`src/rtl/tdc_sweep_controller.sv`:
```
// rtl/tdc_sweep_controller.sv - t_stop_coarse sweep sequencer for the TDC with run watchdog
module tdc_sweep_controller #(
  parameter int TIMEOUT_CYCLES = 16383
) (
  input  logic        clk,
  input  logic        reset,
  input  logic        start,
  input  logic        abort,
  input  logic [7:0]  cfg_t_start,
  input  logic [7:0]  cfg_stop_first,
  input  logic [7:0]  cfg_stop_last,
  input  logic [7:0]  cfg_stop_step,
  input  logic [15:0] cfg_runs_per_point,
  input  logic        ready_flag,
  output logic        run_sequencer,
  output logic [7:0]  t_start_coarse,
  output logic [7:0]  t_stop_coarse,
  output logic        busy,
  output logic        done,
  output logic        timeout_error,
  output logic [7:0]  point_index,
  output logic [15:0] run_count
);
  localparam int WD_W = $clog2(TIMEOUT_CYCLES + 1);

  typedef enum logic [2:0] {IDLE, ARM, WAIT_BUSY, WAIT_READY, NEXT, DONE} state_t;

  state_t          state_q, state_d;
  logic [WD_W-1:0] wdog_q;
  logic [7:0]      stop_last_q, stop_step_q;
  logic [15:0]     runs_q;
  logic [15:0]     run_inc;
  logic [8:0]      stop_sum;
  logic            waiting, wd_expired, point_done, sweep_end;
  logic            accept, timeout_hit;

  assign waiting    = (state_q == ARM) || (state_q == WAIT_BUSY) || (state_q == WAIT_READY);
  assign wd_expired = waiting && (wdog_q == WD_W'(TIMEOUT_CYCLES - 1));
  assign run_inc    = run_count + 16'd1;
  // 9-bit sum so a wrap past 255 ends the sweep instead of restarting low
  assign stop_sum   = {1'b0, t_stop_coarse} + {1'b0, stop_step_q};
  assign point_done = (run_inc >= runs_q);
  assign sweep_end  = (stop_step_q == 8'd0) || (stop_sum > {1'b0, stop_last_q}) || stop_sum[8];
  assign busy       = (state_q != IDLE);

  always_comb begin
    state_d       = state_q;
    run_sequencer = 1'b0;
    done          = 1'b0;
    accept        = 1'b0;
    timeout_hit   = 1'b0;
    case (state_q)
      IDLE: begin
        if (start && !abort) begin
          accept  = 1'b1;
          state_d = ARM;
        end
      end
      ARM: begin
        if (abort) state_d = IDLE;
        else if (wd_expired) begin
          timeout_hit = 1'b1;
          state_d     = IDLE;
        end else if (ready_flag) begin
          run_sequencer = 1'b1;
          state_d       = WAIT_BUSY;
        end
      end
      WAIT_BUSY: begin
        if (abort) state_d = IDLE;
        else if (wd_expired) begin
          timeout_hit = 1'b1;
          state_d     = IDLE;
        end else if (!ready_flag) state_d = WAIT_READY;
      end
      WAIT_READY: begin
        if (abort) state_d = IDLE;
        else if (wd_expired) begin
          timeout_hit = 1'b1;
          state_d     = IDLE;
        end else if (ready_flag) state_d = NEXT;
      end
      NEXT: begin
        if (abort) state_d = IDLE;
        else if (!point_done || !sweep_end) state_d = ARM;
        else state_d = DONE;
      end
      DONE: begin
        done    = !abort;
        state_d = IDLE;
      end
      default: state_d = IDLE;
    endcase
  end

  always_ff @(posedge clk) begin
    if (!reset) begin
      state_q        <= IDLE;
      wdog_q         <= '0;
      stop_last_q    <= 8'd0;
      stop_step_q    <= 8'd0;
      runs_q         <= 16'd0;
      t_start_coarse <= 8'd0;
      t_stop_coarse  <= 8'd0;
      point_index    <= 8'd0;
      run_count      <= 16'd0;
      timeout_error  <= 1'b0;
    end else begin
      state_q <= state_d;
      if (state_d != state_q) wdog_q <= '0;
      else if (waiting) wdog_q <= wdog_q + WD_W'(1);

      if (accept) begin
        stop_last_q    <= cfg_stop_last;
        stop_step_q    <= cfg_stop_step;
        runs_q         <= (cfg_runs_per_point == 16'd0) ? 16'd1 : cfg_runs_per_point;
        t_start_coarse <= cfg_t_start;
        t_stop_coarse  <= cfg_stop_first;
        point_index    <= 8'd0;
        run_count      <= 16'd0;
        timeout_error  <= 1'b0;
      end
      if (timeout_hit) timeout_error <= 1'b1;

      if (state_q == NEXT && !abort) begin
        run_count <= run_inc;
        if (point_done && !sweep_end) begin
          t_stop_coarse <= stop_sum[7:0];
          run_count     <= 16'd0;
          point_index   <= point_index + 8'd1;
        end
      end
    end
  end
endmodule

```
`config.mk`:
```
export PLATFORM = sky130hd
export DESIGN_NAME = tdc_sweep_controller
export DESIGN_NICKNAME = d
export VERILOG_FILES = /design/src/rtl/tdc_sweep_controller.sv
export SDC_FILE = /design/constraint.sdc
export NUM_CORES = 1
export LEC_CHECK = 0
export BUFFER_PORTS_ARGS = -buffer_cell sky130_fd_sc_hd__buf_2
export CORE_MARGIN = 3
export CORE_UTILIZATION = 59
export DETAILED_ROUTE_END_ITERATION = 8
export MAX_ROUTING_LAYER = met4
export PLACE_DENSITY_LB_ADDON = 0.15
export SETUP_SLACK_MARGIN = 0.2
export SKIP_CTS_REPAIR_TIMING = 1
export SYNTH_ARGS = -nofsm -noshare
export SYNTH_HDL_FRONTEND = slang
export SYNTH_SLANG_ARGS = --single-unit
```
`constraint.sdc`:
```
create_clock -name clk -period 6 [get_ports clk]
set_clock_uncertainty 0.2 [all_clocks]
set_input_delay 0 -clock clk [delete_from_list [all_inputs] [get_ports clk]]
set_output_delay 0 -clock clk [all_outputs]
set_load 0.005 [all_outputs]
```
Yosys cells after proc, flatten, opt, wreduce, memory -nomap -nowiden
Index checks and enable logic that the tools add are counted.
- add/subtract/negate cells: 4
- multipliers: 0
- div/mod/pow operators: 0
- $lt $le $gt $ge: 2
- equal/unequal tests: 7
- shift-type cells: 0
- muxes and demuxes: 35
- bitwise gates (word level): 1
- reductions and logical operators: 20
- operator list (operator ; number):
    $mux W16 ; 4
    $mux W8 ; 6
    $mux W3 ; 12
    $add A16 B1 Y16 const B ; 1
    $ge A16 B16 Y1 ; 1
    $logic_not A16 Y1 ; 1
    $pmux W3 S5 ; 1
    $add A14 B1 Y14 const B ; 1
    $eq A14 B14 Y1 const B ; 1
    $mux W1 ; 12
    $add A8 B8 Y9 ; 1
    $gt A9 B8 Y1 ; 1
    $add A8 B1 Y8 const B ; 1
    $logic_not A8 Y1 ; 1
    $eq A3 B2 Y1 const B ; 2
    $eq A3 B3 Y1 const B ; 2
    $logic_or A1 B1 Y1 ; 5
    $logic_and A1 B1 Y1 ; 4
    $reduce_bool A2 Y1 ; 2
    $eq A3 B1 Y1 const B ; 1
    $logic_not A1 Y1 ; 3
    $logic_not A3 Y1 ; 1
    $ne A3 B3 Y1 ; 1
    $reduce_bool A3 Y1 ; 1
    3 further kinds ; 3
- bits in registers: 90
- bits in latches: 0
- RAM bits: 0
- ROM bits: 0
- output and inout bits: 44
- memories kept: 0

Logic depth before layout (Yosys ltp)
Gate-level depths: netlist (run 1).
- word-level depth: 11
- gate-level depth with buffers: 16
- gate-level depth less buffers: 14

Worst setup path after synthesis (run 1)
OpenSTA, ideal clock, no wires.
- path type: flip-flop to flip-flop
- start point: reg t_stop_coarse[0]
- end point: reg point_index[5]
- arrival: 3.520 ns
- data required time: 5.730 ns
- path slack: 2.210 ns
- cell stages (with the launch flop): 15
- clock period less this slack: 3.790 ns
- cells stage by stage: dfxtp_1 > ha_1 > fa_1 > a211oi_1 > nor2_1 > o21a_1 > nor2_1 > xnor2_1 > ha_1 > and3_1 > a221o_1 > a211oi_4 > nand3_2 > or4_1 > a21oi_1
- word-level cells in the longest chain between the ends: 8
- ends and longest elaborated chain (item ; RTL line ; text):
    start: declaration ; 17 ; output logic [7:0] t_stop_coarse,
    start signal: assignment ; 118 ; t_stop_coarse <= cfg_stop_first;
    start signal: assignment ; 128 ; t_stop_coarse <= stop_sum[7:0];
    $add A8 B8 Y9 * ; 41 ; assign stop_sum = {1'b0, t_stop_coarse} + {1'b0, stop_step_q};
    $gt A9 B8 Y1 ; 43 ; assign sweep_end = (stop_step_q == 8'd0) || (stop_sum > {1'b0, stop_last_q}) || stop_sum[8];
    $logic_or A1 B1 Y1 ; 43 ;
    $logic_or A1 B1 Y1 * ; 43 ;
    $logic_not A1 Y1 * ; 127 ; if (point_done && !sweep_end) begin
    $logic_and A1 B1 Y1 * ; 127 ;
    $mux W8 * ; 127 ;
    $mux W8 * ; 125 ; if (state_q == NEXT && !abort) begin
    end signal: assignment ; 130 ; point_index <= point_index + 8'd1;
    end: declaration ; 21 ; output logic [7:0] point_index,
Every way passes the cells marked *; elsewhere a longest branch is shown, timed or not.
A chain may end at the register's enable or synchronous reset.

Worst setup path in the final report (run 1)
- start point: reg stop_step_q[1]
- end point: reg point_index[5]
- word-level cells in the longest chain between the ends: 8
- elaborated cells between the ends (all ways): 9
- those cells by class: add/sub (1); order compare (1); mux (2); reduce/logical (5)
- ends and longest elaborated chain (item ; RTL line ; text):
    start: declaration ; 30 ; logic [7:0] stop_last_q, stop_step_q;
    start signal: assignment ; 115 ; stop_step_q <= cfg_stop_step;
    $add A8 B8 Y9 ; 41 ;
    $gt A9 B8 Y1 ; 43 ;
    $logic_or A1 B1 Y1 ; 43 ;
    $logic_or A1 B1 Y1 * ; 43 ;
    $logic_not A1 Y1 * ; 127 ;
    $logic_and A1 B1 Y1 * ; 127 ;
    $mux W8 * ; 127 ;
    $mux W8 * ; 125 ;
Marks and branches as above.

==> results.md, run 1 <==
* Status: finished, violations left
* Failing checks: hold timing
* Int Pwr at 0.894 mW
* WL met3 at 675 um
* Slowest stage cell, crit path: or4_1
* Core area at 7770 sq um
* RSZ-0062 raised after global routing: no
* CP arrival at 4.61 ns
* Num CTS Buffers at 9
* Final setup margin at 1.48 ns
* Ys Warns at 0
* Pwr Total at 1.23 mW
* DR WL met2 at 5.97 mm
* Final instance area at 5970 sq um
* Crit. End Element: flop
* Leak at 2.62 nW
* EDFF count, synth at 0
* Power per cell area at 207 nW/um^2
* Final count of pins violating max slew at 0
* Worst-path clk slew at 0.09 ns
* Initial core utilization at 60.8%
* Number of port buffers at 96
* CP max FO at 23
* Die height at 95.5 um
* RR Endpoint: point_index[5]$_SDFF_PN0_
* First-pass GRT wire length at 18.6 mm
* Fin crit share at 75.3%
* Worst Setup SP: stop_step_q[1]$_SDFFE_PN0P_
* R2R Setup Slk at 1.48 ns
* Syn_nets at 683
* GRT Total Usage at 26.2%
* Most frequent cell after synthesis: nand2_1
* Cell variety after synth at 54
* RR Startpoint: stop_step_q[1]$_SDFFE_PN0P_
* Most used cell along the critical path: ha_1
* Synth Cell Area at 4730 sq um
* Global placement routability congestion at 0.893
* Top-area cell type share of the netlist area at 38.1%
* Final ANT Viol Nets at 0
* Buf/Inv on CP at 0
* Switching Fraction at 27.6%
* Vias in the first global route at 4005
* H-Tree Depth at 3
* Clock root buffer: clkbuf_8
* DP Worst Slack at 1.59 ns
* Syn Area/Cell at 7.97 sq um
* FF+latch count, synth at 90
* Switch Pwr at 0.341 mW
* Critical Path Stages at 13
* Area grow syn2layout at 26.3%
* Post-synthesis sequential area ratio at 38.1%
* Slew margin rel. at 26.1%
* Asr flop ratio synth at 0%
* CP Class: flop to flop
* Max Freq at 0.221 GHz
* Average wire per standard cell at 14.9 um
* Layout fillers at 588
* Initial antenna violation count at 0
* Combinational share of power at 14.7%
* Reg2Reg Depth at 13
* Placed cell areas at 5230 sq um
* Share of layout cells above drive strength 1 at 16.4%
* WP data required at 6.09 ns
* Via count at 4662
* Iteration-0 DRC Markers at 161
* Main area contributors after synthesis: dfxtp_1 38%, nand2_1 9.7%, ha_1 9.5%, a21oi_1 5.7%, nor2_1 3.7%
* Most used DFF post-synth: dfxtp_1
* Routed WL at 12.4 mm
* Fin crit period at 4.52 ns
* Hold Vio Cnt, Final at 1
* Non-Filler Instances at 833
* Post-Syn Instances at 593
* Util after Layout at 76.9%
* Critical Path Source Type: flop
* Row count at 32
* Final #Nets at 815
* Max incr delay on CP at 0.62 ns
* CTS tree: built
* Remaining global-route overflow at 0
* Number of max-cap violations at 0
* Routed metal-1 wirelength at 5.54 mm
* CP Cell Sequence: ha_1, a211oi_1, o21bai_1, a211o_1, a21o_1, xor2_1, ha_1, and3_1, a221o_1, a211oi_4, nand3_2, or4_1, a21oi_1
* Die area at 9120 sq um
* Hold crit path type: primary input to flop
* Setup Viol. Count Final at 0
* Die Wd at 95.5 um
* Crit path max-delay family: compound AO/OA/AOI/OAI gates
* I/O pins at 97
* DR top layer: met4
* Top cell type by total area after synthesis: dfxtp_1
* First-pass DRT Iterations at 5
* Dpl hpwl at 8.11 mm
* Drt via density at 5.60
* Slew @ Worst Pin at 1.11 ns
* Clock buffer depth at 2
* Synth cell count leaders: 122 x nand2_1, 90 x dfxtp_1, 54 x a21oi_1, 47 x nor2_1, 36 x ha_1
* Post-route DRC violation count at 0
* Maximum vdd drop at 155 uV
* Total Neg Setup Slack at 0 ns
* Sequential power share at 50.7%
* Crit path to: point_index[5]$_SDFF_PN0_
* Clk_lat worst skew at 0.36 ns
* WHS at -0.0540 ns
* Largest net degree at the start of global routing at 55
* Clk sinks at 90
* Clock Power Share at 34.5%
* Placed Instances at 762
[final cells by class]
type | instances | area, sq um | area share (%)
timing repair buffer | 150 | 1020 | 17.1
multi-input combinational | 441 | 2700 | 45.1
antenna | 1 | 2.50 | 0.0419
tap | 102 | 128 | 2.14
clock inverter | 7 | 73.8 | 1.24
inverter | 33 | 124 | 2.08
sequential | 90 | 1800 | 30.2
clock buffer | 9 | 124 | 2.08
[cell families after synthesis]
kind of cell / after synthesis / synth area share [%]
AOI/OAI and AO/OA: 127 / 17.6
xor gates and xnor gates: 35 / 6.49
adders and majority gates: 37 / 9.95
buffers and inverters: 62 / 5.00
DFF: 90 / 38.1
muxes: 2 / 0.424
and+or+nand+nor: 240 / 22.4
[how the worst min path moves through the flow]
stage               depth (start not counted)                          end             start  slack (ns)
detailed placement                          3  stop_last_q[6]$_SDFFE_PN0P_  cfg_stop_last[6]        0.05
floorplan                                   1                         done             abort       -0.17
finish                                      3        state_q[0]$_SDFF_PN0_             start       -0.05
global route                                3        state_q[0]$_SDFF_PN0_             start        0.04
CTS                                         3  stop_last_q[3]$_SDFFE_PN0P_  cfg_stop_last[3]       -0.35
global placement                            3  stop_last_q[3]$_SDFFE_PN0P_  cfg_stop_last[3]        0.04
[placed cells by master (no fill, tap or decap), types with 18 or more instances in the layout]
cell type and n:
a21oi_1 54, buf_2 96, dfxtp_1 90, dlygate4sd3_1 54, ha_1 36, inv_1 32, nand2_1 122, nand3_1 19
nor2_1 46, xor2_1 18
[power by group through the flow]
stage	registers [mW]	clock network [mW]	logic [mW]
after CTS	0.626	0.432	0.152
after global placement	0.639	0	0.147
after global routing	0.628	0.457	0.203
after floorplan	0.637	0	0.104
final	0.626	0.426	0.182
after detailed placement	0.640	0	0.150
[routing by layer]
metal  GRT usage [%]  up-vias
met1            35.5     2170
met3            5.45       22
met4            6.04        0
li1                -     2315
met5               -        -
met2            40.4      155
[registers in the layout (all words and copies together) (netlist names)]
| register | cells |
|---|---|
| t_stop_coarse | 8 |
| wdog_q | 14 |
| state_q | 3 |
| timeout_error | 1 |
| runs_q | 16 |
| point_index | 8 |
| t_start_coarse | 8 |
| stop_step_q | 8 |
| run_count | 16 |
| stop_last_q | 8 |
[tightest hold or removal path, cell delays in order]
cell     delay (ns)
buf_2          0.09
o21ai_0        0.20
a21oi_1        0.18
Power figures use the tool's default switching activity.
==> run 2, diff against run 1 <==
--- a/config.mk
+++ b/config.mk
@@ -7,7 +7,7 @@
 export LEC_CHECK = 0
 export BUFFER_PORTS_ARGS = -buffer_cell sky130_fd_sc_hd__buf_2
 export CORE_MARGIN = 3
-export CORE_UTILIZATION = 59
+export CORE_UTILIZATION = 50
 export DETAILED_ROUTE_END_ITERATION = 8
 export MAX_ROUTING_LAYER = met4
 export PLACE_DENSITY_LB_ADDON = 0.15
==> constraint.sdc (replaced) <==
create_clock -name clk -period 4.1 [get_ports clk]
set_clock_uncertainty 0.2 [all_clocks]
set_input_delay 0 -clock clk [delete_from_list [all_inputs] [get_ports clk]]
set_output_delay 0 -clock clk [all_outputs]
set_load 0.005 [all_outputs]
==> run 2 against run 1 <==
Net effect: largest power group unchanged; sequential power up 46%; hold slack better by 0.099 ns; first-iteration DRC count grew 22%; via count grew 0.84%; the run now ends clean; count of clock-buffer cells in the layout grew 1; register-to-register slack worse by 1.2 ns; cell area is 5.4% higher; critical path type unchanged; sequential cell count did not move; routed wire length up 2.3%; setup slack lost 1.2 ns; final cell count increased by 2.3%; global-route usage shrank 3.8 points.
==> results.md, run 2 (synthesized netlist as in run 1, its figures left out) <==
* Status: finished clean
* First-pass DRT Iterations at 5
* Slew margin rel. at 33.3%
* Max Freq at 0.261 GHz
* Iteration-0 DRC Markers at 197
* Die height at 103 um
* Share of layout cells above drive strength 1 at 22.3%
* Pwr Total at 1.92 mW
* First-pass GRT wire length at 18.4 mm
* H-Tree Depth at 3
* Via count at 4701
* Die Wd at 103 um
* Routed WL at 12.7 mm
* Commonest non-fill, non-tap cell in the layout: nand2_1
* Vias in the first global route at 3984
* Crit. End Element: flop
* Remaining global-route overflow at 0
* Power per cell area at 305 nW/um^2
* Fin crit share at 93.4%
* I/O pins at 97
* Largest net degree at the start of global routing at 55
* Worst-path clk slew at 0.10 ns
* Biggest regs: run_count: 16 flops, runs_q: 16 flops, wdog_q: 14 flops
* Slew @ Worst Pin at 1.00 ns
* Initial antenna violation count at 0
* Hold Vio Cnt, Final at 0
* CTS tree: built
* Dpl hpwl at 8.34 mm
* Final count of pins violating max slew at 0
* CP max FO at 3
* Num CTS Buffers at 9
* Layout fillers at 721
* Die area at 10700 sq um
* Maximum vdd drop at 188 uV
* Clock root buffer: clkbuf_8
* Hold crit path type: primary input to flop
* Final #Nets at 829
* Number of max-cap violations at 0
* Antenna diode count at 0
* Final ANT Viol Nets at 0
* CP arrival at 3.92 ns
* RSZ-0062 raised after global routing: yes
* Number of port buffers at 96
* Average wire per standard cell at 14.9 um
* Initial core utilization at 52.9%
* WP data required at 4.19 ns
* Non-Filler Instances at 852
* Clock buffer depth at 2
* GRT Total Usage at 22.4%
* Row count at 34
* Core area at 8930 sq um
* Clk sinks at 90
* Drt via density at 5.52
* Leak at 2.71 nW
* Global placement routability congestion at 0.896
* Fin crit period at 3.83 ns
* CP Class: flop to flop
* Most frequent cells in the layout: 122 x nand2_1, 97 x buf_2, 83 x dfxtp_1
* Critical Path Source Type: flop
* Placed Instances at 774
* Util after Layout at 70.4%
* Area grow syn2layout at 33.1%
* Total Neg Setup Slack at 0 ns
* Setup Viol. Count Final at 0
* DP Worst Slack at 0.0633 ns
* Final setup margin at 0.272 ns
* Clk_lat worst skew at 0.37 ns
* Post-route DRC violation count at 0
run 2: cell types whose count changed in the layout (fill, tap and decap cells not counted), moves of 3 or more:
cell     previous run  this run
and3_1             11         8
buf_4               0         9
buf_6               0         3
ha_1               36        32
dfxtp_2             0         5
nor2_1             46        42
ha_4                0         3
nor2_2              0         4
dfxtp_1            90        83
run 2: area by class of cell:
class	count	area (sq um)	share of cell area [%]
inverter	33	124	1.97
multi-input combinational	441	2850	45.2
sequential	90	1820	28.9
clock buffer	10	138	2.19
timing repair buffer	164	1140	18.1
clock inverter	6	96.3	1.53
tap	108	135	2.15
run 2: per-layer routing:
layer | track usage, % | up-vias | share of wire [%]
met1 | 29.5 | 2209 | 45
met4 | 5.38 | 0 | 1.3
met3 | 4.63 | 18 | 4.6
met5 | - | - | 0
li1 | - | 2345 | -
met2 | 35.7 | 129 | 49
run 2: final timing paths:
| path | from | end | slack, ns | cells past startpoint |
|---|---|---|---|---|
| max | t_stop_coarse[0]$_SDFF_PN0_ | point_index[5]$_SDFF_PN0_ | 0.27 | 14 |
| max reg2reg | t_stop_coarse[0]$_SDFF_PN0_ | point_index[5]$_SDFF_PN0_ | 0.27 | 14 |
| min | start | stop_last_q[0]$_SDFFE_PN0P_ | 0.05 | 5 |
| min reg2reg | t_start_coarse[6]$_SDFFE_PN0P_ | t_start_coarse[6]$_SDFFE_PN0P_ | 0.26 | 2 |
run 2: power by group:
part	switching (mW)	internal [mW]
clock network	0.347	0.368
logic	0.148	0.137
registers	0.0195	0.897
total	0.514	1.40
run 2: through the flow:
step	hold slack, ns	cell area (sq um)
2_1_floorplan	-0.166	4730
3_3_place_gp	0.0397	5280
3_5_place_dp	0.0461	5280
4_1_cts	-0.351	5520
5_1_grt	0.0694	6290
6_report	0.0454	6290
run 2: worst max-delay path, stage by stage, from the launching register on:
cell	delay [ns]
dfxtp_4	0.36
ha_4	0.17
fa_2	0.38
a211oi_2	0.25
nor2_2	0.06
o21a_1	0.18
nor2_2	0.16
xnor2_2	0.09
ha_1	0.32
a21o_1	0.16
a221o_1	0.38
a211oi_4	0.27
nand3_2	0.14
or4_4	0.50
a21oi_2	0.13
